[config.mk]
export PLATFORM = sky130hd
export DESIGN_NAME = jump_address_flat
export DESIGN_NICKNAME = d
export VERILOG_FILES = /design/src/rtl/jump_address_if.sv /design/src/rtl/jump_address.sv /design/src/flat_wrapper.sv
export SDC_FILE = /design/constraint.sdc
export NUM_CORES = 1
export LEC_CHECK = 0
export ABC_AREA = 1
export BUFFER_PORTS_ARGS = -buffer_cell sky130_fd_sc_hd__buf_4
export CORE_AREA = 5 5 79 95
export DETAILED_ROUTE_END_ITERATION = 8
export DIE_AREA = 0 0 84 100
export PLACE_DENSITY = 0.82
export REMOVE_ABC_BUFFERS = 1
export SYNTH_ARGS = -nofsm -noshare
export SYNTH_HDL_FRONTEND = slang
export SYNTH_SLANG_ARGS = --single-unit
export TNS_END_PERCENT = 50
[constraint.sdc]
create_clock -name clk -period 2.3 [get_ports clk]
set_input_delay 0.23 -clock clk [delete_from_list [all_inputs] [get_ports clk]]
set_output_delay 0.23 -clock clk [all_outputs]
set_load 0.01 [all_outputs]
[src/rtl/jump_address_if.sv]
// Decode-to-PC-mux jump bundle.
// master: decode drives request fields; slave: jump_address drives results.
interface jump_address_if;
  logic [31:0] PCplus4;
  logic [25:0] JumpField;
  logic [31:0] JumpReg;
  logic [1:0]  JumpType;
  logic        in_valid;
  logic [31:0] JumpAddr;
  logic [31:0] target_q;
  logic [31:0] link_q;
  logic        taken_q;
  logic        link_we_q;
  logic        misalign_q;
  logic        out_valid;

  modport master (
    output PCplus4, JumpField, JumpReg,
    output JumpType, in_valid,
    input  JumpAddr, target_q, link_q,
    input  taken_q, link_we_q,
    input  misalign_q, out_valid
  );

  modport slave (
    input  PCplus4, JumpField, JumpReg,
    input  JumpType, in_valid,
    output JumpAddr, target_q, link_q,
    output taken_q, link_we_q,
    output misalign_q, out_valid
  );
endinterface

[src/rtl/jump_address.sv]
// Jump-target generator: comb J target, registered redirect.
// Ports: clk, rst (sync high), bus (jump_address_if.slave).
module jump_address (
  input logic         clk,
  input logic         rst,
  jump_address_if.slave bus
);

  localparam logic [1:0] JT_NONE = 2'b00;
  localparam logic [1:0] JT_J    = 2'b01;
  localparam logic [1:0] JT_JAL  = 2'b10;
  localparam logic [1:0] JT_JR   = 2'b11;

  logic [31:0] jaddr;
  logic [31:0] target_d;
  logic [31:0] link_d;
  logic        taken_d;
  logic        link_we_d;
  logic        misalign_d;

  // Region bits come straight from PC+4; no adder.
  assign jaddr = {bus.PCplus4[31:28],
                  bus.JumpField, 2'b00};
  assign bus.JumpAddr = jaddr;

  always_comb begin
    target_d   = 32'h0;
    link_d     = 32'h0;
    taken_d    = 1'b0;
    link_we_d  = 1'b0;
    misalign_d = 1'b0;
    if (bus.in_valid) begin
      unique case (bus.JumpType)
        JT_NONE: target_d = bus.PCplus4;
        JT_J: begin
          target_d = jaddr;
          taken_d  = 1'b1;
        end
        JT_JAL: begin
          target_d  = jaddr;
          taken_d   = 1'b1;
          link_d    = bus.PCplus4;
          link_we_d = 1'b1;
        end
        JT_JR: begin
          target_d   = bus.JumpReg;
          taken_d    = 1'b1;
          misalign_d = |bus.JumpReg[1:0];
        end
        default: target_d = bus.PCplus4;
      endcase
    end
  end

  always_ff @(posedge clk) begin
    if (rst) begin
      bus.target_q   <= 32'h0;
      bus.link_q     <= 32'h0;
      bus.taken_q    <= 1'b0;
      bus.link_we_q  <= 1'b0;
      bus.misalign_q <= 1'b0;
      bus.out_valid  <= 1'b0;
    end else begin
      bus.target_q   <= target_d;
      bus.link_q     <= link_d;
      bus.taken_q    <= taken_d;
      bus.link_we_q  <= link_we_d;
      bus.misalign_q <= misalign_d;
      bus.out_valid  <= bus.in_valid;
    end
  end

endmodule

[src/flat_wrapper.sv]
// flat-port wrapper written by rule: the top's interface ports become plain ports
module jump_address_flat 
  (clk, rst, bus_PCplus4, bus_JumpField, bus_JumpReg, bus_JumpType, bus_in_valid, bus_JumpAddr, bus_target_q, bus_link_q, bus_taken_q, bus_link_we_q, bus_misalign_q, bus_out_valid);
  jump_address_if bus_i ();
  input logic clk;
  input logic rst;
  input wire logic [$bits(bus_i.PCplus4)-1:0] bus_PCplus4;
  input wire logic [$bits(bus_i.JumpField)-1:0] bus_JumpField;
  input wire logic [$bits(bus_i.JumpReg)-1:0] bus_JumpReg;
  input wire logic [$bits(bus_i.JumpType)-1:0] bus_JumpType;
  input wire logic [$bits(bus_i.in_valid)-1:0] bus_in_valid;
  output wire logic [$bits(bus_i.JumpAddr)-1:0] bus_JumpAddr;
  output wire logic [$bits(bus_i.target_q)-1:0] bus_target_q;
  output wire logic [$bits(bus_i.link_q)-1:0] bus_link_q;
  output wire logic [$bits(bus_i.taken_q)-1:0] bus_taken_q;
  output wire logic [$bits(bus_i.link_we_q)-1:0] bus_link_we_q;
  output wire logic [$bits(bus_i.misalign_q)-1:0] bus_misalign_q;
  output wire logic [$bits(bus_i.out_valid)-1:0] bus_out_valid;
  assign bus_i.PCplus4 = bus_PCplus4;
  assign bus_i.JumpField = bus_JumpField;
  assign bus_i.JumpReg = bus_JumpReg;
  assign bus_i.JumpType = bus_JumpType;
  assign bus_i.in_valid = bus_in_valid;
  assign bus_JumpAddr = bus_i.JumpAddr;
  assign bus_target_q = bus_i.target_q;
  assign bus_link_q = bus_i.link_q;
  assign bus_taken_q = bus_i.taken_q;
  assign bus_link_we_q = bus_i.link_we_q;
  assign bus_misalign_q = bus_i.misalign_q;
  assign bus_out_valid = bus_i.out_valid;
  jump_address u_core (.clk(clk), .rst(rst), .bus(bus_i));
endmodule
==> key figures, run 1 <==
Run status
  • Run status: completed

Power
  • Max VDD drop: roughly 0.45 mV
  • Lkg Pwr: 2.32 nW
  • Pwr Density: about 630 mW/mm²

GRT
  • GR Overflow Total: 0
  • Initial antenna violation count: 0
  • First-pass GRT wire length: ~13 mm
  • Largest net degree at the start of global routing: 34
  • Vias in the first global route: ~2900
  • Total track usage: 0.201

Clock network
  • CTS max path bufs: 2
  • Root Buffer: clkbuf_8
  • CTS clk-pin slew, worst paths: 0.07 ns
  • Htree depth: 3
  • Cts-stage hold buffer count: 0
  • Clk sink count: a little under 70
  • Num CTS Buffers: 9
  • Postcts setup bufs: 0
  • CTS tree: done
  • Post-cts gate resize count: 0

Critical path
  • Required @ worst endpoint: around 2.6 ns
  • Critical Path Sink: u_core.bus.target_q[4]$_SDFF_PP0_
  • Max Fanout on Critical Path: 30
  • WS Path Type: input pin to flop
  • Launch point of the worst path: bus_JumpType[0]
  • CP Launch Type: input pin
  • WP data arrival: 1.74 ns
  • Critical Path Sink Type: flop

Synth
  • Async SR Flop Fraction: 0
  • Unique masters post-synth: 16
  • Post-synthesis register bit count: slightly below 70
  • Synthesized cell area: roughly 0.0028 mm²
  • Synth area leader: dfxtp_1
  • Synth top area cells: dfxtp_1 49%, nand2_1 19%, buf_4 9.0%
  • Most used flip-flop cell after synthesis: dfxtp_1
  • Sequential-to-total area share from yosys stat: 0.494
  • Post-Syn Instances: 373
  • Yosys top cell area share: 0.494
  • Most common cell in the synthesized netlist: nand2_1
  • Number of enable flip-flop cells after synthesis: 0
  • Yosys warns: 0
  • Average cell area after synthesis: 7.38 µm²
  • Commonest cells in the netlist: 136 x nand2_1, 68 x dfxtp_1, 37 x inv_1

Hold path
  • Hold Path Origin: rst
  • Hold Path Class: input pin to flop

Placed design
  • Post-DP HPWL: approximately 6.5 mm
  • IO Port Bufs: about 190
  • Routability cong.: 0.784
  • Worst slack, placed: 0.474 ns

Die
  • Starting Density: 0.430
  • Io pins: 195
  • Die W: roughly 84 µm
  • Core area: 0.00641 mm²
  • Die ar.: around 0.0084 mm²
  • Die height: 100 µm
  • Core Rows: 32

Timing
  • Min Hold Slack: about 0.09 ns
  • Min cycle time layout: ~1.5 ns
  • Max-slew violations: 0
  • Setup tns final: 0 ns
  • Period utilization: 0.646
  • Tightest Pin Transition: 0.955 ns
  • Final-report hold violation count: 0
  • Worst setup margin: 0.815 ns
  • Worst slew margin: 0.363
  • Final setup fails: 0
  • RSZ-0062 raised after global routing: no
  • FMAX: 0.673 GHz

Route
  • DRT antenna net count: 0
  • Initial DRC count: 136
  • Via count: approximately 2800
  • Final WL: 8.55 mm
  • Routed WL per cell: 13.8 µm
  • Residual DRC count: 0
  • DR pass1 iterations: 4
  • Via/cell ratio: 4.52

Run
  • Max cap viols: 0

Cells and area
  • Final nets: 629
  • Area grow syn2layout: 51.7%
  • Layout cell share with drive strength beyond 1: 0.400
  • Diode count: 0
-- power by group --
group / total, mW / internal, mW / switching (mW)
logic: 0.451 / 0.230 / 0.221
registers: 1.23 / 1.22 / 0.0100
clock network: 0.955 / 0.547 / 0.407
total: 2.63 / 1.99 / 0.638
-- layout make-up --
class	count	area (µm²)
Fill cell	579	2230
Timing Repair Buffer	195	1460
Sequential cell	68	1360
Multi-Input combinational cell	217	911
Clock buffer	12	155
Inverter	39	146
Tap cell	85	106
Clock inverter	2	35.0
-- layout by cell type (no fill, tap or decap), drive strengths merged --
master	n
conb	2
inv	39
nor2	35
bufinv	1
clkbuf	12
buf	195
o21ai	6
ha	4
clkinv	1
a21oi	33
nand2	137
dfxtp	68
-- per-layer routing --
| layer | vias up | track usage | part of all wire |
|---|---|---|---|
| li1 | 1388 | - | - |
| met1 | 1269 | 0.199 | 0.34 |
| met2 | 122 | 0.366 | 0.54 |
| met3 | 16 | 0.0862 | 0.091 |
| met4 | 0 | 0.0866 | 0.023 |
| met5 | - | 0 | 0 |
-- critical path, stage by stage --
cell     delay [ns]
buf_4          0.09
inv_1          0.06
ha_1           0.92
nand2_1        0.14
nand2_1        0.11
nand2_1        0.05
a21oi_1        0.13
-- cell families after synthesis --
group,share of synthesized area
other,0.00136
AO/OA/AOI/OAI,0.0709
AND/OR/NAND/NOR,0.239
buffers and inverters,0.176
flip-flops,0.494
adder cells (fa/ha/maj),0.0182
-- per-stage QoR --
step / cell area [µm²] / std cells / utilization / power, mW
floorplan: 2420 / 324 / - / 1.40
global placement: 3990 / 604 / 0.623 / 1.69
detailed placement: 3990 / 604 / 0.623 / 1.71
CTS: 4180 / 618 / 0.652 / 2.66
global route: 4180 / 618 / 0.652 / 2.77
finish: 4180 / 618 / 0.652 / 2.63
-- registers in the layout (all words and copies together), names as in the netlist --
name,count
u_core.bus.link_q,32
u_core.bus.link_we_q,1
u_core.bus.misalign_q,1
u_core.bus.out_valid,1
u_core.bus.taken_q,1
u_core.bus.target_q,32
-- worst min path at each step --
stage	to	slack [ns]	cells past startpoint
2_1_floorplan	u_core.bus.out_valid$_SDFF_PP0_	0.31	1
3_3_place_gp	u_core.bus.out_valid$_SDFF_PP0_	0.42	2
3_5_place_dp	u_core.bus.out_valid$_SDFF_PP0_	0.43	2
4_1_cts	u_core.bus.out_valid$_SDFF_PP0_	0.06	2
5_1_grt	u_core.bus.out_valid$_SDFF_PP0_	0.06	2
6_report	u_core.bus.out_valid$_SDFF_PP0_	0.09	2
No activity file was read; power rests on OpenSTA's default activity.
==> inputs of run 2 (changes only) <==
CORE_AREA = 5 5 81 98   (was 5 5 79 95)
DIE_AREA = 0 0 86 103   (was 0 0 84 100)
PLACE_DENSITY = 0.78   (was 0.82)
clock period = 1.4 ns   (was 2.3 ns; I/O delays follow)
==> key figures, run 2 (synthesis gave the netlist of run 1 again) <==
Run status
  • Run status: completed

Clock network
  • Root Buffer: clkbuf_8
  • Htree depth: 3 (unchanged)
  • CTS clk-pin slew, worst paths: 0.08 ns (about the same)
  • Clk sink count: 68 (unchanged)
  • Num CTS Buffers: 9 (unchanged)
  • Cts-stage hold buffer count: 1 (+1)
  • CTS max path bufs: 2 (unchanged)
  • Post-cts gate resize count: 0 (unchanged)
  • CTS tree: done
  • Postcts setup bufs: 0 (unchanged)

GRT
  • First-pass GRT wire length: 13.5 mm (-0.26%)
  • Total track usage: 0.195 (-0.00606)
  • GR Overflow Total: 0 (unchanged)
  • Initial antenna violation count: 0 (unchanged)
  • Vias in the first global route: 2831 (-0.81%)
  • Largest net degree at the start of global routing: 33 (-2.9%)

Cells and area
  • Final nets: 637 (+1.3%)
  • Area grow syn2layout: 55.7%
  • Top Registers: u_core.bus.link_q x32, u_core.bus.target_q x32
  • Layout cell share with drive strength beyond 1: 0.407 (+0.00737)
  • Fin util: 0.611 (-0.0415)
  • Diode count: 0 (unchanged)
  • Commonest cells after routing, fill and taps aside: 201 x buf_4, 136 x nand2_1, 68 x dfxtp_1, 37 x inv_1
  • Most common cell after layout, fill and taps aside: buf_4
  • Post-Layout Cell Count: 633 (+2.4%)

Timing
  • Setup tns final: 0 ns (unchanged)
  • RSZ-0062 raised after global routing: no
  • FMAX: 0.846 GHz
  • Tightest Pin Transition: 0.582 ns (-0.373 ns)
  • Max-slew violations: 0 (unchanged)
  • Worst slew margin: 0.611 (+0.248)
  • Final-report hold violation count: 0 (unchanged)
  • Final setup fails: 0 (unchanged)
  • Min cycle time layout: 1.18 ns
  • Period utilization: 0.845

Power
  • Design Power: 4.57 mW (+74%)
  • Pwr Density: 1070 mW/mm² (+69%)
  • Lkg Pwr: 2.37 nW (+2.2%)
  • Max VDD drop: 0.679 mV (+50%)

Die
  • Die W: 86 µm (+2.4%)
  • Die height: 103 µm (+3.0%)
  • Core area: 0.00702 mm² (+9.6%)
  • Starting Density: 0.392 (-0.0375)
  • Die ar.: 0.00886 mm² (+5.5%)
  • Core Rows: 34 (+6.3%)
  • Io pins: 195 (unchanged)

Route
  • DRT antenna net count: 0 (unchanged)
  • Final WL: 8.89 mm (+4.0%)
  • Initial DRC count: 87 (-36%)
  • Via/cell ratio: 4.41 (-2.6%)
  • Via count: 2789 (-0.21%)
  • Residual DRC count: 0 (unchanged)
  • DR pass1 iterations: 4 (unchanged)
  • Routed WL per cell: 14.0 µm (+1.5%)

Placed design
  • Post-DP HPWL: 6.94 mm (+6.9%)
  • Placed Cells incl. Taps: 616 (+2.0%)
  • IO Port Bufs: 192 (unchanged)
  • Routability cong.: 0.808 (+3.0%)

Critical path
  • CP Launch Type: input pin
  • WS Path Type: input pin to flop
  • WP data arrival: 1.44 ns (-0.30 ns)
  • Max Fanout on Critical Path: 32 (+6.7%)
  • Critical Path Sink Type: flop
  • Required @ worst endpoint: 1.66 ns (-0.89 ns)

Hold path
  • Hold Path Class: input pin to flop
  • Hold path depth: 3 (+1)

Run
  • Max cap viols: 0 (unchanged)
run 2: cell types whose count changed in the layout (fill, tap and decap cells not counted):
cell	before	now
buf_12	0	1
clkbuf_1	1	2
buf_4	195	201
bufinv_16	1	2
clkbuf_8	11	10
dlygate4sd3_1	0	1
clkinvlp_4	0	1
run 2: layer usage:
metal / GRT usage / vias to the layer above / share of wire
met5: 0 / - / 0
met4: 0.0719 / 0 / 0.020
met3: 0.0767 / 16 / 0.098
met2: 0.358 / 133 / 0.53
met1: 0.199 / 1234 / 0.35
li1: - / 1406 / -
run 2: cell type report:
class	count	area [µm²]
tap	90	113
clock inverter	4	72.6
sequential	68	1360
timing repair buffer	203	1540
multi-input combinational	217	911
inverter	39	146
fill	642	2730
clock buffer	12	145
run 2: critical path: stages:
cell	delay (ns)
dlygate4sd3_1	0.53
buf_4	0.14
nor2_4	0.16
inv_2	0.25
a21oi_1	0.22
run 2: metrics by stage:
stage	area (µm²)	worst slack, ns	hold slack [ns]
floorplan	2420	-0.163	0.224
global placement	4060	0.210	0.336
detailed placement	4060	0.165	0.340
CTS	4290	0.212	0.0116
global route	4290	0.121	0.0200
finish	4290	0.218	0.0284
run 2: worst paths after layout:
kind,from,endpoint,slack (ns)
setup / recovery,rst,u_core.bus.target_q[5]$_SDFF_PP0_,0.22
hold / removal,bus_PCplus4[24],u_core.bus.link_q[24]$_SDFF_PP0_,0.03
run 2: power breakdown:
group	leakage [nW]	internal (mW)	switching, mW
sequential	0.553	2.00	0.0168
combinational	1.71	0.397	0.371
clock	0.107	1.05	0.742
total	2.37	3.44	1.13
==> inputs of run 3 (changes only) <==
clock period = 1.13 ns   (was 1.4 ns; I/O delays follow)
==> key figures, run 3 (synthesis gave the netlist of run 1 again) <==
Run status
  • Run status: completed

Route
  • DR pass1 iterations: 4 (unchanged)
  • DRT antenna net count: 0 (unchanged)
  • Final WL: 9.10 mm (+2.3%)
  • Routed WL per cell: 13.9 µm (-1.1%)
  • Residual DRC count: 0 (unchanged)
  • Via count: 2893 (+3.7%)
  • Initial DRC count: 73 (-16%)
  • Via/cell ratio: 4.42 (+0.24%)

Timing
  • Worst setup margin: 0.0883 ns (-0.129 ns)
  • Tightest Pin Transition: 0.589 ns (+0.00644 ns)
  • RSZ-0062 raised after global routing: no
  • Min cycle time layout: around 1.0 ns
  • Min Hold Slack: 0.0180 ns (-0.0103 ns)
  • Worst slew margin: 0.607 (-0.00430)
  • Final-report hold violation count: 0 (unchanged)
  • Period utilization: 0.922
  • FMAX: 0.960 GHz
  • Max-slew violations: 0 (unchanged)
  • Setup tns final: 0 ns (unchanged)
  • Final setup fails: 0 (unchanged)

Cells and area
  • Most common cell after layout, fill and taps aside: buf_4
  • Diode count: 0 (unchanged)
  • Post-Layout Cell Count: 655 (+3.5%)
  • Final nets: 659 (+3.5%)
  • Multi-input logic area: 911 µm² (unchanged)
  • Fin util: 0.651 (+0.0399)
  • Top Registers: u_core.bus.link_q x32, u_core.bus.target_q x32
  • Commonest cells after routing, fill and taps aside: 197 x buf_4, 136 x nand2_1, 68 x dfxtp_1, 37 x inv_1
  • Layout cell share with drive strength beyond 1: 0.393 (-0.0141)
  • Area grow syn2layout: 65.9%
  • # fillers: 615 (-4.2%)
  • Finished Cell Area: 0.00457 mm² (+6.5%)
  • Register area: 0.00136 mm² (unchanged)

Hold path
  • Hold Path Class: input pin to flop
  • Hold Path Origin: bus_PCplus4[1]

Power
  • Internal power: 4.34 mW (+26%)
  • Design Power: 5.74 mW (+26%)
  • Clk pwr share: 0.383 (-0.009)
  • Sequential Power Share: 0.435 (-0.005)
  • Max VDD drop: 0.708 mV (+4.2%)
  • Pwr Density: 1260 mW/mm² (+18%)
  • Switching portion of total power: 0.244 (-0.00327)
  • Lkg Pwr: 2.49 nW (+5.0%)
  • Part of the power in combinational logic: 0.182 (+0.014)
  • Psw: 1.40 mW (+24%)

Critical path
  • Worst Path Buf+Inv: 3 (unchanged)
  • Slowest cell on the critical path: dlygate4sd3_1
  • CP delay by family, top: buffers and inverters
  • Worst-path cell chain: dlygate4sd3_1 > buf_4 > buf_4
  • Launch point of the worst path: bus_PCplus4[28]
  • Slowest stage delay, CP: 0.54 ns (about the same)
  • WP data arrival: 0.93 ns (-0.51 ns)
  • Critical Path Sink Type: output pin
  • WS Path Type: input pin to output pin
  • CP most frequent cell: buf_4
  • Required @ worst endpoint: 1.02 ns (-0.64 ns)
  • CP Launch Type: input pin
  • Max Fanout on Critical Path: 3 (-91%)

Die
  • Core Rows: 34 (unchanged)
  • Die W: 86 µm (unchanged)
  • Die ar.: 0.00886 mm² (unchanged)
  • Die height: 103 µm (unchanged)
  • Starting Density: 0.392 (unchanged)
  • Core area: 0.00702 mm² (unchanged)
  • Io pins: 195 (unchanged)

GRT
  • Total track usage: 0.206 (+0.0107)
  • Vias in the first global route: 3048 (+7.7%)
  • First-pass GRT wire length: 14.3 mm (+6.2%)
  • GR Overflow Total: 0 (unchanged)
  • Largest net degree at the start of global routing: 33 (unchanged)
  • Initial antenna violation count: 0 (unchanged)

Placed design
  • Post-DP HPWL: 6.82 mm (-1.6%)
  • IO Port Bufs: 192 (unchanged)
  • Placed inst area: 0.00413 mm² (+1.7%)
  • Placed Cells incl. Taps: 617 (+0.16%)
  • Worst slack, placed: -0.121 ns (-0.286 ns)
  • Routability cong.: 0.770 (-4.7%)

Clock network
  • Post-cts gate resize count: 0 (unchanged)
  • Clk sink count: 68 (unchanged)
  • Root Buffer: clkbuf_8
  • CTS clk-pin slew, worst paths: 0.07 ns (about the same)
  • CTS tree: done
  • CTS max path bufs: 2 (unchanged)
  • Htree depth: 3 (unchanged)
  • Num CTS Buffers: 9 (unchanged)

Run
  • Max cap viols: 0 (unchanged)
run 3: cell types whose count changed in the layout (fill, tap and decap cells not counted):
cell           delta
dlygate4sd3_1    +21
buf_4             -4
buf_12            +5
run 3: cell type report:
type / count / share of cell area
inverters: 39 / 0.0320
clock buffers: 12 / 0.0318
repair buffers: 225 / 0.398
flip-flops and latches: 68 / 0.298
clock inverters: 4 / 0.0159
well taps: 90 / 0.0247
multi-input cells: 217 / 0.199
run 3: metal layers:
layer | track usage | part of all wire | vias up
met1 | 0.202 | 0.34 | 1302
met2 | 0.396 | 0.56 | 124
met3 | 0.0608 | 0.085 | 18
met5 | 0 | 0 | -
met4 | 0.0901 | 0.018 | 0
li1 | - | - | 1449
run 3: path summary, 6_finish.rpt:
path / endpoint / slack, ns / cells after the start
worst max-delay path: bus_JumpAddr[28] / 0.09 / 3
worst min-delay path: u_core.bus.link_q[1]$_SDFF_PP0_ / 0.02 / 3
run 3: timing repair:
action,CTS,global route
hold buffers,21,1
hold endpoints to repair,21,1
setup buffers,0,0
run 3: worst min-delay path, cell delays in order:
cell    delay [ns]
buf_4         0.08
inv_1         0.03
nor2_1        0.08
run 3: power by group through the flow:
stage          clock network (mW)  logic [mW]  registers (mW)
4_1_cts                      2.25        1.05            2.49
5_1_grt                      2.38        1.15            2.50
3_5_place_dp                    0       0.983            2.55
2_1_floorplan                   0       0.272            2.59
6_report                     2.20        1.05            2.49
3_3_place_gp                    0       0.967            2.55
